**config.mk**
```make
export PLATFORM = sky130hd
export DESIGN_NAME = lbist_ctrl_mc_flat
export DESIGN_NICKNAME = d
export VERILOG_FILES = /design/src/rtl/lbist_ctrl_mc_if.sv /design/src/rtl/lbist_ctrl_mc.sv /design/src/flat_wrapper.sv
export SDC_FILE = /design/constraint.sdc
export NUM_CORES = 1
export LEC_CHECK = 0
export ABC_CLOCK_PERIOD_IN_PS = 4300
export BUFFER_PORTS_ARGS = -buffer_cell sky130_fd_sc_hd__buf_4
export CORE_ASPECT_RATIO = 1.4
export CORE_UTILIZATION = 28
export DETAILED_ROUTE_END_ITERATION = 8
export PLACE_DENSITY = 0.58
export SKIP_LAST_GASP = 1
export SLEW_MARGIN = 30
export SYNTH_ARGS = -nofsm -noshare
export SYNTH_HDL_FRONTEND = slang
export SYNTH_SLANG_ARGS = --single-unit
```
**constraint.sdc**
```tcl
create_clock -name clk -period 4.3 [get_ports clk]
set_clock_uncertainty 0.15 [all_clocks]
set_input_delay 0.86 -clock clk [delete_from_list [all_inputs] [get_ports clk]]
set_output_delay 0.86 -clock clk [all_outputs]
set_load 0.01 [all_outputs]
```
**src/rtl/lbist_ctrl_mc_if.sv**
```systemverilog
// ----------------------------------------------------------------------------
// lbist_ctrl_mc_if
// Purpose : bundles the test-access handshake and the TPG/ORA/FIL datapath
//           signals of the multi-channel LBIST controller.
// Modports: master - test-access side / datapath model (drives requests and
//                    datapath status, observes controller outputs)
//           slave  - the controller itself
// Signals : start, abort, stop_on_fail, pat_limit   request and run mode
//           TPG_END, ORA_RES, FIL_END               datapath status
//           BIST_RESET, TPG_RESET, FIL_INC          datapath control
//           busy, done, pass, aborted               run status
//           fail_map, pat_count, err_count          run results
// ----------------------------------------------------------------------------
interface lbist_ctrl_mc_if #(
   parameter int N_CH     = 4,
   parameter int ERR_BITS = 8,
   parameter int PAT_BITS = 16
);
   logic                     start;
   logic                     abort;
   logic                     stop_on_fail;
   logic [PAT_BITS-1:0]      pat_limit;
   logic                     TPG_END;
   logic [N_CH-1:0]          ORA_RES;
   logic                     FIL_END;
   logic                     BIST_RESET;
   logic                     TPG_RESET;
   logic                     FIL_INC;
   logic                     busy;
   logic                     done;
   logic                     pass;
   logic                     aborted;
   logic [N_CH-1:0]          fail_map;
   logic [PAT_BITS-1:0]      pat_count;
   logic [N_CH*ERR_BITS-1:0] err_count;

   modport master (
      output start, abort, stop_on_fail, pat_limit, TPG_END, ORA_RES, FIL_END,
      input  BIST_RESET, TPG_RESET, FIL_INC, busy, done, pass, aborted,
             fail_map, pat_count, err_count
   );

   modport slave (
      input  start, abort, stop_on_fail, pat_limit, TPG_END, ORA_RES, FIL_END,
      output BIST_RESET, TPG_RESET, FIL_INC, busy, done, pass, aborted,
             fail_map, pat_count, err_count
   );
endinterface

```
**src/rtl/lbist_ctrl_mc.sv**
```systemverilog
// ----------------------------------------------------------------------------
// lbist_ctrl_mc
// Purpose : multi-channel LBIST controller. Sequences the TPG, ORAs and fault
//           list through SETUP, RUN and DONE under a start/done handshake,
//           keeping saturating per-channel error counters, a sticky fail map
//           and a saturating pattern counter.
// Ports   : clk    - single rising-edge clock
//           rst_n  - asynchronous active-low reset
//           bus    - lbist_ctrl_mc_if slave modport (handshake, mode,
//                    datapath status in; datapath control and results out)
// ----------------------------------------------------------------------------
module lbist_ctrl_mc #(
   parameter int N_CH        = 4,
   parameter int ERR_BITS    = 8,
   parameter int PAT_BITS    = 16,
   parameter int SETUP_DELAY = 3
) (
   input  logic           clk,
   input  logic           rst_n,
   lbist_ctrl_mc_if.slave bus
);
   localparam int SetW = (SETUP_DELAY > 1) ? $clog2(SETUP_DELAY) : 1;

   typedef enum logic [1:0] {IDLE, SETUP, RUN, DONE} state_e;

   state_e              state_q,    state_d;
   logic [SetW-1:0]     setupCnt_q, setupCnt_d;
   logic [PAT_BITS-1:0] limit_q,    limit_d;
   logic [PAT_BITS-1:0] patCnt_q,   patCnt_d;
   logic [ERR_BITS-1:0] errCnt_q [N_CH];
   logic [ERR_BITS-1:0] errCnt_d [N_CH];
   logic [N_CH-1:0]     failMap_q,  failMap_d;
   logic                aborted_q,  aborted_d;

   logic                anyFail;
   logic [PAT_BITS:0]   patNext;
   logic                limitHit;

   assign anyFail  = |bus.ORA_RES;
   // One bit wider so the limit compare still works when pat_count is all-ones.
   assign patNext  = {1'b0, patCnt_q} + {{PAT_BITS{1'b0}}, 1'b1};
   assign limitHit = (limit_q != '0) && (patNext == {1'b0, limit_q});

   // State and result registers; everything clears asynchronously.
   always_ff @(posedge clk or negedge rst_n) begin
      if (!rst_n) begin
         state_q    <= IDLE;
         setupCnt_q <= '0;
         limit_q    <= '0;
         patCnt_q   <= '0;
         failMap_q  <= '0;
         aborted_q  <= 1'b0;
         for (int i = 0; i < N_CH; i++) errCnt_q[i] <= '0;
      end else begin
         state_q    <= state_d;
         setupCnt_q <= setupCnt_d;
         limit_q    <= limit_d;
         patCnt_q   <= patCnt_d;
         failMap_q  <= failMap_d;
         aborted_q  <= aborted_d;
         for (int i = 0; i < N_CH; i++) errCnt_q[i] <= errCnt_d[i];
      end
   end

   // Next-state logic. A RUN cycle always books its pattern and errors before
   // the exit conditions are considered, so the last cycle is never lost.
   always_comb begin
      state_d    = state_q;
      setupCnt_d = setupCnt_q;
      limit_d    = limit_q;
      patCnt_d   = patCnt_q;
      failMap_d  = failMap_q;
      aborted_d  = aborted_q;
      for (int i = 0; i < N_CH; i++) errCnt_d[i] = errCnt_q[i];

      case (state_q)
         IDLE, DONE: begin
            if (bus.start) begin
               state_d    = SETUP;
               setupCnt_d = '0;
               limit_d    = bus.pat_limit;
               patCnt_d   = '0;
               failMap_d  = '0;
               aborted_d  = 1'b0;
               for (int i = 0; i < N_CH; i++) errCnt_d[i] = '0;
            end
         end
         SETUP: begin
            if (bus.abort) begin
               state_d   = DONE;
               aborted_d = 1'b1;
            end else if (setupCnt_q == SetW'(SETUP_DELAY - 1)) begin
               state_d = RUN;
            end else begin
               setupCnt_d = setupCnt_q + SetW'(1);
            end
         end
         RUN: begin
            if (patCnt_q != '1) patCnt_d = patNext[PAT_BITS-1:0];
            for (int i = 0; i < N_CH; i++) begin
               if (bus.ORA_RES[i]) begin
                  failMap_d[i] = 1'b1;
                  if (errCnt_q[i] != '1) errCnt_d[i] = errCnt_q[i] + ERR_BITS'(1);
               end
            end
            if (bus.abort) aborted_d = 1'b1;
            if (bus.abort || bus.FIL_END || (bus.stop_on_fail && anyFail) || limitHit)
               state_d = DONE;
         end
         default: state_d = IDLE;
      endcase
   end

   // Datapath control decodes straight from the state register; a failing
   // cycle restarts the TPG and steps the fault list.
   assign bus.BIST_RESET = (state_q != RUN);
   assign bus.TPG_RESET  = (state_q != RUN) | anyFail;
   assign bus.FIL_INC    = (state_q == RUN) & (anyFail | bus.TPG_END);

   assign bus.busy      = (state_q == SETUP) || (state_q == RUN);
   assign bus.done      = (state_q == DONE);
   assign bus.pass      = (state_q == DONE) && (failMap_q == '0) && !aborted_q;
   assign bus.aborted   = aborted_q;
   assign bus.fail_map  = failMap_q;
   assign bus.pat_count = patCnt_q;

   for (genvar g = 0; g < N_CH; g++) begin : g_err
      assign bus.err_count[g*ERR_BITS +: ERR_BITS] = errCnt_q[g];
   end
endmodule

```
**src/flat_wrapper.sv**
```systemverilog
// flat-port wrapper written by rule: the top's interface ports become plain ports
module lbist_ctrl_mc_flat 
#(
   parameter int N_CH        = 4,
   parameter int ERR_BITS    = 8,
   parameter int PAT_BITS    = 16,
   parameter int SETUP_DELAY = 3
)
  (clk, rst_n, bus_start, bus_abort, bus_stop_on_fail, bus_pat_limit, bus_TPG_END, bus_ORA_RES, bus_FIL_END, bus_BIST_RESET, bus_TPG_RESET, bus_FIL_INC, bus_busy, bus_done, bus_pass, bus_aborted, bus_fail_map, bus_pat_count, bus_err_count);
  lbist_ctrl_mc_if #(.N_CH(N_CH), .ERR_BITS(ERR_BITS), .PAT_BITS(PAT_BITS)) bus_i ();
  input  logic clk;
  input  logic rst_n;
  input wire logic [$bits(bus_i.start)-1:0] bus_start;
  input wire logic [$bits(bus_i.abort)-1:0] bus_abort;
  input wire logic [$bits(bus_i.stop_on_fail)-1:0] bus_stop_on_fail;
  input wire logic [$bits(bus_i.pat_limit)-1:0] bus_pat_limit;
  input wire logic [$bits(bus_i.TPG_END)-1:0] bus_TPG_END;
  input wire logic [$bits(bus_i.ORA_RES)-1:0] bus_ORA_RES;
  input wire logic [$bits(bus_i.FIL_END)-1:0] bus_FIL_END;
  output wire logic [$bits(bus_i.BIST_RESET)-1:0] bus_BIST_RESET;
  output wire logic [$bits(bus_i.TPG_RESET)-1:0] bus_TPG_RESET;
  output wire logic [$bits(bus_i.FIL_INC)-1:0] bus_FIL_INC;
  output wire logic [$bits(bus_i.busy)-1:0] bus_busy;
  output wire logic [$bits(bus_i.done)-1:0] bus_done;
  output wire logic [$bits(bus_i.pass)-1:0] bus_pass;
  output wire logic [$bits(bus_i.aborted)-1:0] bus_aborted;
  output wire logic [$bits(bus_i.fail_map)-1:0] bus_fail_map;
  output wire logic [$bits(bus_i.pat_count)-1:0] bus_pat_count;
  output wire logic [$bits(bus_i.err_count)-1:0] bus_err_count;
  assign bus_i.start = bus_start;
  assign bus_i.abort = bus_abort;
  assign bus_i.stop_on_fail = bus_stop_on_fail;
  assign bus_i.pat_limit = bus_pat_limit;
  assign bus_i.TPG_END = bus_TPG_END;
  assign bus_i.ORA_RES = bus_ORA_RES;
  assign bus_i.FIL_END = bus_FIL_END;
  assign bus_BIST_RESET = bus_i.BIST_RESET;
  assign bus_TPG_RESET = bus_i.TPG_RESET;
  assign bus_FIL_INC = bus_i.FIL_INC;
  assign bus_busy = bus_i.busy;
  assign bus_done = bus_i.done;
  assign bus_pass = bus_i.pass;
  assign bus_aborted = bus_i.aborted;
  assign bus_fail_map = bus_i.fail_map;
  assign bus_pat_count = bus_i.pat_count;
  assign bus_err_count = bus_i.err_count;
  lbist_ctrl_mc #(.N_CH(N_CH), .ERR_BITS(ERR_BITS), .PAT_BITS(PAT_BITS), .SETUP_DELAY(SETUP_DELAY)) u_core (.clk(clk), .rst_n(rst_n), .bus(bus_i));
endmodule
```
Word-level counts from Yosys, hierarchy flattened
Index checks and enable logic that the tools add are counted.
{ "word_totals": {"reg_bits": 73, "out_inout_bits": 59} }
{ "classes": {"add_sub_neg": 6, "n_eq_ne": 26, "muxes": 31, "bitwise": 3, "reduce_logical": 30} }
{ "op_table": {"columns": ["operator", "n"], "rows": [
  ["8-bit 2-to-1 mux", 8],
  ["32-bit one-hot mux with 2 select lines", 1],
  ["8-bit by 1-bit adder with 8-bit output (second input constant)", 4],
  ["16-bit 2-to-1 mux", 2],
  ["32-bit 2-to-1 mux", 1],
  ["8-bit != test (second input constant)", 4],
  ["16-bit one-hot mux with 2 select lines", 1],
  ["4-bit AND reduction", 5],
  ["3-bit AND reduction", 6],
  ["16-bit by 1-bit adder with 17-bit output (second input constant)", 1],
  ["17-bit by 16-bit equality test with 1-bit output", 1],
  ["16-bit != test (second input constant)", 1],
  ["2-bit != test (second input constant)", 8],
  ["16-bit nonzero test", 1],
  ["2-bit 2-to-1 mux", 7],
  ["2-bit by 1-bit != test with 1-bit output (second input constant)", 7],
  ["4-bit one-hot mux with 2 select lines", 1],
  ["2-bit equality test (second input constant)", 3],
  ["1-bit 2-to-1 mux", 6],
  ["2-bit one-hot mux with 3 select lines", 1],
  ["1-bit logical AND", 4],
  ["4-bit logical NOT", 1],
  ["1-bit logical OR", 4],
  ["4-bit 2-to-1 mux", 1],
  ["13 further kinds", 17]
]} }

Depth between registers and ports, before layout
{ "logic_depth": {"ltp_word": 6, "mapped_depth": 12} }

Worst setup path after synthesis
Ideal clock, no wire load.
{ "synth_path": {"kind": "register to register", "startpoint": "register u_core.patCnt_q[1] (netlist: u_core.bus.pat_count[1])", "endpoint": "register u_core.state_q[1]", "setup_time_ps": 153, "arrival_time_ps": 2660, "required_ps": 3997, "slack_ps": 1337, "stages_incl_launch_ff": 10, "n_path_buf": 1, "cell_sequence": "dfrtp_1 ha_1 nand4_1 or3_1 clkbuf_1 a211o_1 o211a_1 or4_4 mux2i_1 o311ai_1"} }
{ "synth_between": {"elab_chain_cells": 6} }
{ "synth_lines": {"columns": ["item", "line_no", "text"], "rows": [
  ["from (decl)", "lbist_ctrl_mc.sv:29", "logic [PAT_BITS-1:0] patCnt_q, patCnt_d;"],
  ["from (signal assigned)", "lbist_ctrl_mc.sv:58", "patCnt_q <= patCnt_d;"],
  ["16-bit by 1-bit adder with 17-bit output", "lbist_ctrl_mc.sv:41", "assign patNext = {1'b0, patCnt_q} + {{PAT_BITS{1'b0}}, 1'b1};"],
  ["17-bit by 16-bit equality test with 1-bit output", "lbist_ctrl_mc.sv:42", "assign limitHit = (limit_q != '0) && (patNext == {1'b0, limit_q});"],
  ["1-bit logical AND", "lbist_ctrl_mc.sv:42", null],
  ["1-bit logical OR", "lbist_ctrl_mc.sv:107", "if (bus.abort || bus.FIL_END || (bus.stop_on_fail && anyFail) || limitHit)"],
  ["2-bit by 1-bit != test with 1-bit output (no line)", null, null],
  ["3-bit AND reduction (no line)", null, null],
  ["to (signal assigned)", "lbist_ctrl_mc.sv:55", "state_q <= state_d;"],
  ["to (decl)", "lbist_ctrl_mc.sv:26", "state_e state_q, state_d;"]
]} }
No other way between the ends.
A chain may end at the register's enable or synchronous reset.

Final worst setup path
{ "layout_path": {"startpoint": "register u_core.patCnt_q[0] (netlist: u_core.bus.pat_count[0])", "endpoint": "register u_core.patCnt_q[9] (netlist: u_core.bus.pat_count[9])"} }
{ "layout_between": {"elab_chain_cells": 3, "word_cells_on_any_way": 6, "classes_between": "add/sub (1); eq/ne (2); mux (2); reduce/logical (1)"} }
{ "layout_lines": {"columns": ["item", "line_no"], "rows": [
  ["16-bit by 1-bit adder with 17-bit output / 16-bit != test (equally long branches)", "lbist_ctrl_mc.sv:41, lbist_ctrl_mc.sv:99"],
  ["16-bit 2-to-1 mux / 2-bit by 1-bit != test with 1-bit output (equally long branches)", null],
  ["16-bit one-hot mux with 2 select lines / 3-bit AND reduction (equally long branches)", null]
]} }
Parallel ways exist; a longest one is shown, timed or not. The select of a mux whose other input is x is not followed.

==> impl_results.md <==
* Worst-Skew Late Latency at 0.33 ns
* CTS tree: done
* Crit start category: register
* Die height at 150.5 um
* Final ANT Viol Nets at 0
* DR vias at 4,032
* H-tree Lvls at 3
* Final HPWL DP at 8960 um
* Status: finished, final reports clean
* Ports at 86
* GR Util All Layers at 0.1594
* Max Cap Violations at 0
* Fmax at 273.4 MHz
* Largest net degree at the start of global routing at 74
* Post-route DRC at 0
* Clk root buf: clkbuf_16
* Synth Area in Compound Gates at 0.1482
* Sequential area share after synthesis at 0.4144
* Synth Area in XOR/XNOR at 0.08544
* Finish-stage setup viols at 0
* Layout Area Growth over Synthesis at 25.23%
* Critical path class: reg -> reg
* Final Cell Area at 5520 um^2
* GP Congestion at 0.8783
* Setup TNS at 0 ns
* Core area at 15,190 um^2
* Area share of fa/ha/maj cells after synthesis at 0.02555
* Placed instance area at 5239 um^2
* Unrepaired setup endpoints after global routing: no
* WL met1 at 4961 um
* Postcts setup bufs at 0
* Initial Util at 0.2903
* Post-synth cell types at 60
* Crit path DAT at 3.75 ns
* Top Metal Used: met4
* Post-Syn Instances at 481
* # clock sinks at 73
* Synthesis-stage register bit count at 73
* Layout cells sized above 1 at 0.2420
* Number of enable flip-flop cells after synthesis at 0
* Post-synthesis async set-or-reset flop share at 1.000
* Period minus WS final at 3.658 ns
* CTS buffer count at 9
* Area of the mapped netlist at 4408 um^2
* Cts hold-fix bufs at 0
* Crit path largest cell delay at 0.62 ns
* Leakage at 2.451 nW
* Slew Viols, Final at 0
* WL/cell at 16.43 um
* Die width at 108.0 um
* Longest Clk Path Bufs at 2
* Combinational family with the most area after synthesis: simple AND/OR/NAND/NOR gates
* Drt total wl at 12,390 um
* Number of global-route vias before repair at 3,972
* Nature of the critical path endpoint: register
* Fin. Hold Viols at 0
* Yosys warnings at 0
* Crit path max fanout at 13
* Total Nets Final at 594
* Remaining Overflow, GRT at 0
* Global-route wire length before repair at 20,040 um
* Syn Area/Cell at 9.164 um^2
* Post-Place Worst Slack at 0.8126 ns
* Mux cell area share after synthesis at 0.05705
* Pwr dens at 572.3 nW/um^2
* Worst Hold Class: in -> async
* Placed insts at 739
* Die area at 16,260 um^2
* Clk pin slew, worst setup/hold paths at 0.06 ns
* Core Util, Final at 0.3635
* Final worst-path cycle share at 0.8506
* # fillers at 1,549
* Most common cell after layout, fill and taps aside: buf_4
* Commonest cells after routing, fill and taps aside: buf_4 (92), dfrtp_1 (73), nor2_1 (47), o21ai_0 (36), nand2_1 (33)
* Initial antenna violation count at 0
* Row cnt at 53
* CP max stage cell: nor4_1
* First-pass DRT Iterations at 6
* Post-cts resize count at 0
* Worst setup margin at 0.6423 ns
* Iteration-0 DRC Markers at 283
* # diodes at 0
* Slew @ Worst Pin at 0.8027 ns
* Vias/cell at 5.347
* Routed wl met2 at 6388 um
* Synth Area in Simple Gates at 0.2342
* Worst EP required at 4.39 ns
* Rel. slew slack at 0.4601
* Ys flop type: dfrtp_1
* Non-Filler Instances at 754
* Max VDD drop at 0.2648 mV
* DR WL met3 at 718 um
* I/O Buffers at 85
* Critical path, cell by cell: ha_1 > nand4_1 > nor4_1 > a41oi_1 > buf_4 > nor2_1 > o21ai_0 > o31ai_1
* Post-Syn Nets at 517
[flip-flops by register name (all words and copies together) (netlist names)]
name                  count
u_core.limit_q           16
u_core.state_q            2
u_core.bus.fail_map       4
u_core.bus.err_count     32
u_core.bus.aborted        1
u_core.bus.pat_count     16
u_core.setupCnt_q         2
[metrics by stage]
stage | power [mW] | hold slack, ns
final | 3.159 | 0.3879
after global routing | 3.384 | 0.4160
after CTS | 3.194 | 0.3917
after detailed placement | 2.455 | 0.3777
after global placement | 2.422 | 0.3668
after floorplan | 1.926 | 0.3726
[path summary, 6_finish.rpt]
| check | slack (ns) | start | to | cells past startpoint |
|---|---|---|---|---|
| max in group asynchronous | 3.13 | rst_n | u_core.bus.pat_count[15]$_DFFE_PN0P_ | 1 |
| max | 0.64 | u_core.bus.pat_count[0]$_DFFE_PN0P_ | u_core.bus.pat_count[9]$_DFFE_PN0P_ | 8 |
| min in group clk | 0.39 | u_core.bus.err_count[8]$_DFFE_PN0P_ | u_core.bus.err_count[8]$_DFFE_PN0P_ | 1 |
| max reg2reg | 0.64 | u_core.bus.pat_count[0]$_DFFE_PN0P_ | u_core.bus.pat_count[9]$_DFFE_PN0P_ | 8 |
| min | 0.39 | rst_n | u_core.bus.fail_map[3]$_DFFE_PN0P_ | 1 |
| min reg2reg | 0.39 | u_core.bus.err_count[8]$_DFFE_PN0P_ | u_core.bus.err_count[8]$_DFFE_PN0P_ | 1 |
[critical path: cells and delay by family (launching register included)]
family,cells,cell delay [ns]
flip-flops,1,0.59
buffers and inverters,1,0.24
adder cells (fa/ha/maj),1,0.47
AND/OR/NAND/NOR,3,1.55
AO/OA/AOI/OAI,3,0.56
[cell usage after synthesis, types with 9 or more instances]
cell,n,area [um^2]
mux2_2,17,191.4
clkbuf_1,20,75.07
dfrtp_1,73,1827
xnor2_1,19,166.4
o21ai_0,36,180.2
xor2_1,24,210.2
and3_1,9,56.30
nor4_1,9,56.30
inv_1,12,45.04
nand2_1,33,123.9
ha_1,9,112.6
a21oi_1,24,120.1
nand3_1,25,125.1
nand4_1,19,118.9
nor2_1,48,180.2
[logic make-up after synthesis]
kind of cell / after synthesis
fa+ha+maj: 9
xor+xnor: 43
flops: 73
simple gates: 191
buf+inv: 39
compound gates: 103
mux: 23
[metal layers]
layer  GRT usage  up-vias
li1            -     1900
met4     0.06849        0
met2      0.2818      162
met3     0.02857       27
met5           0        -
met1      0.1864     1943
[where the power goes]
group          internal, mW  switching, mW  total [mW]
sequential            0.850          0.218        1.07
clock                 0.443          0.280       0.724
combinational         0.586          0.782        1.37
[cell type report]
| cell class | count | area, um^2 | share of cell area |
|---|---|---|---|
| Clock buffer | 11 | 232.7 | 0.04216 |
| Clock inverter | 4 | 45.04 | 0.008160 |
| Sequential cell | 73 | 1827 | 0.3309 |
| Inverter | 12 | 45.04 | 0.008160 |
| Timing Repair Buffer | 93 | 701.9 | 0.1272 |
| Multi-Input combinational cell | 369 | 2429 | 0.4399 |
| Tap cell | 192 | 240.2 | 0.04352 |
Power figures use the tool's default switching activity.
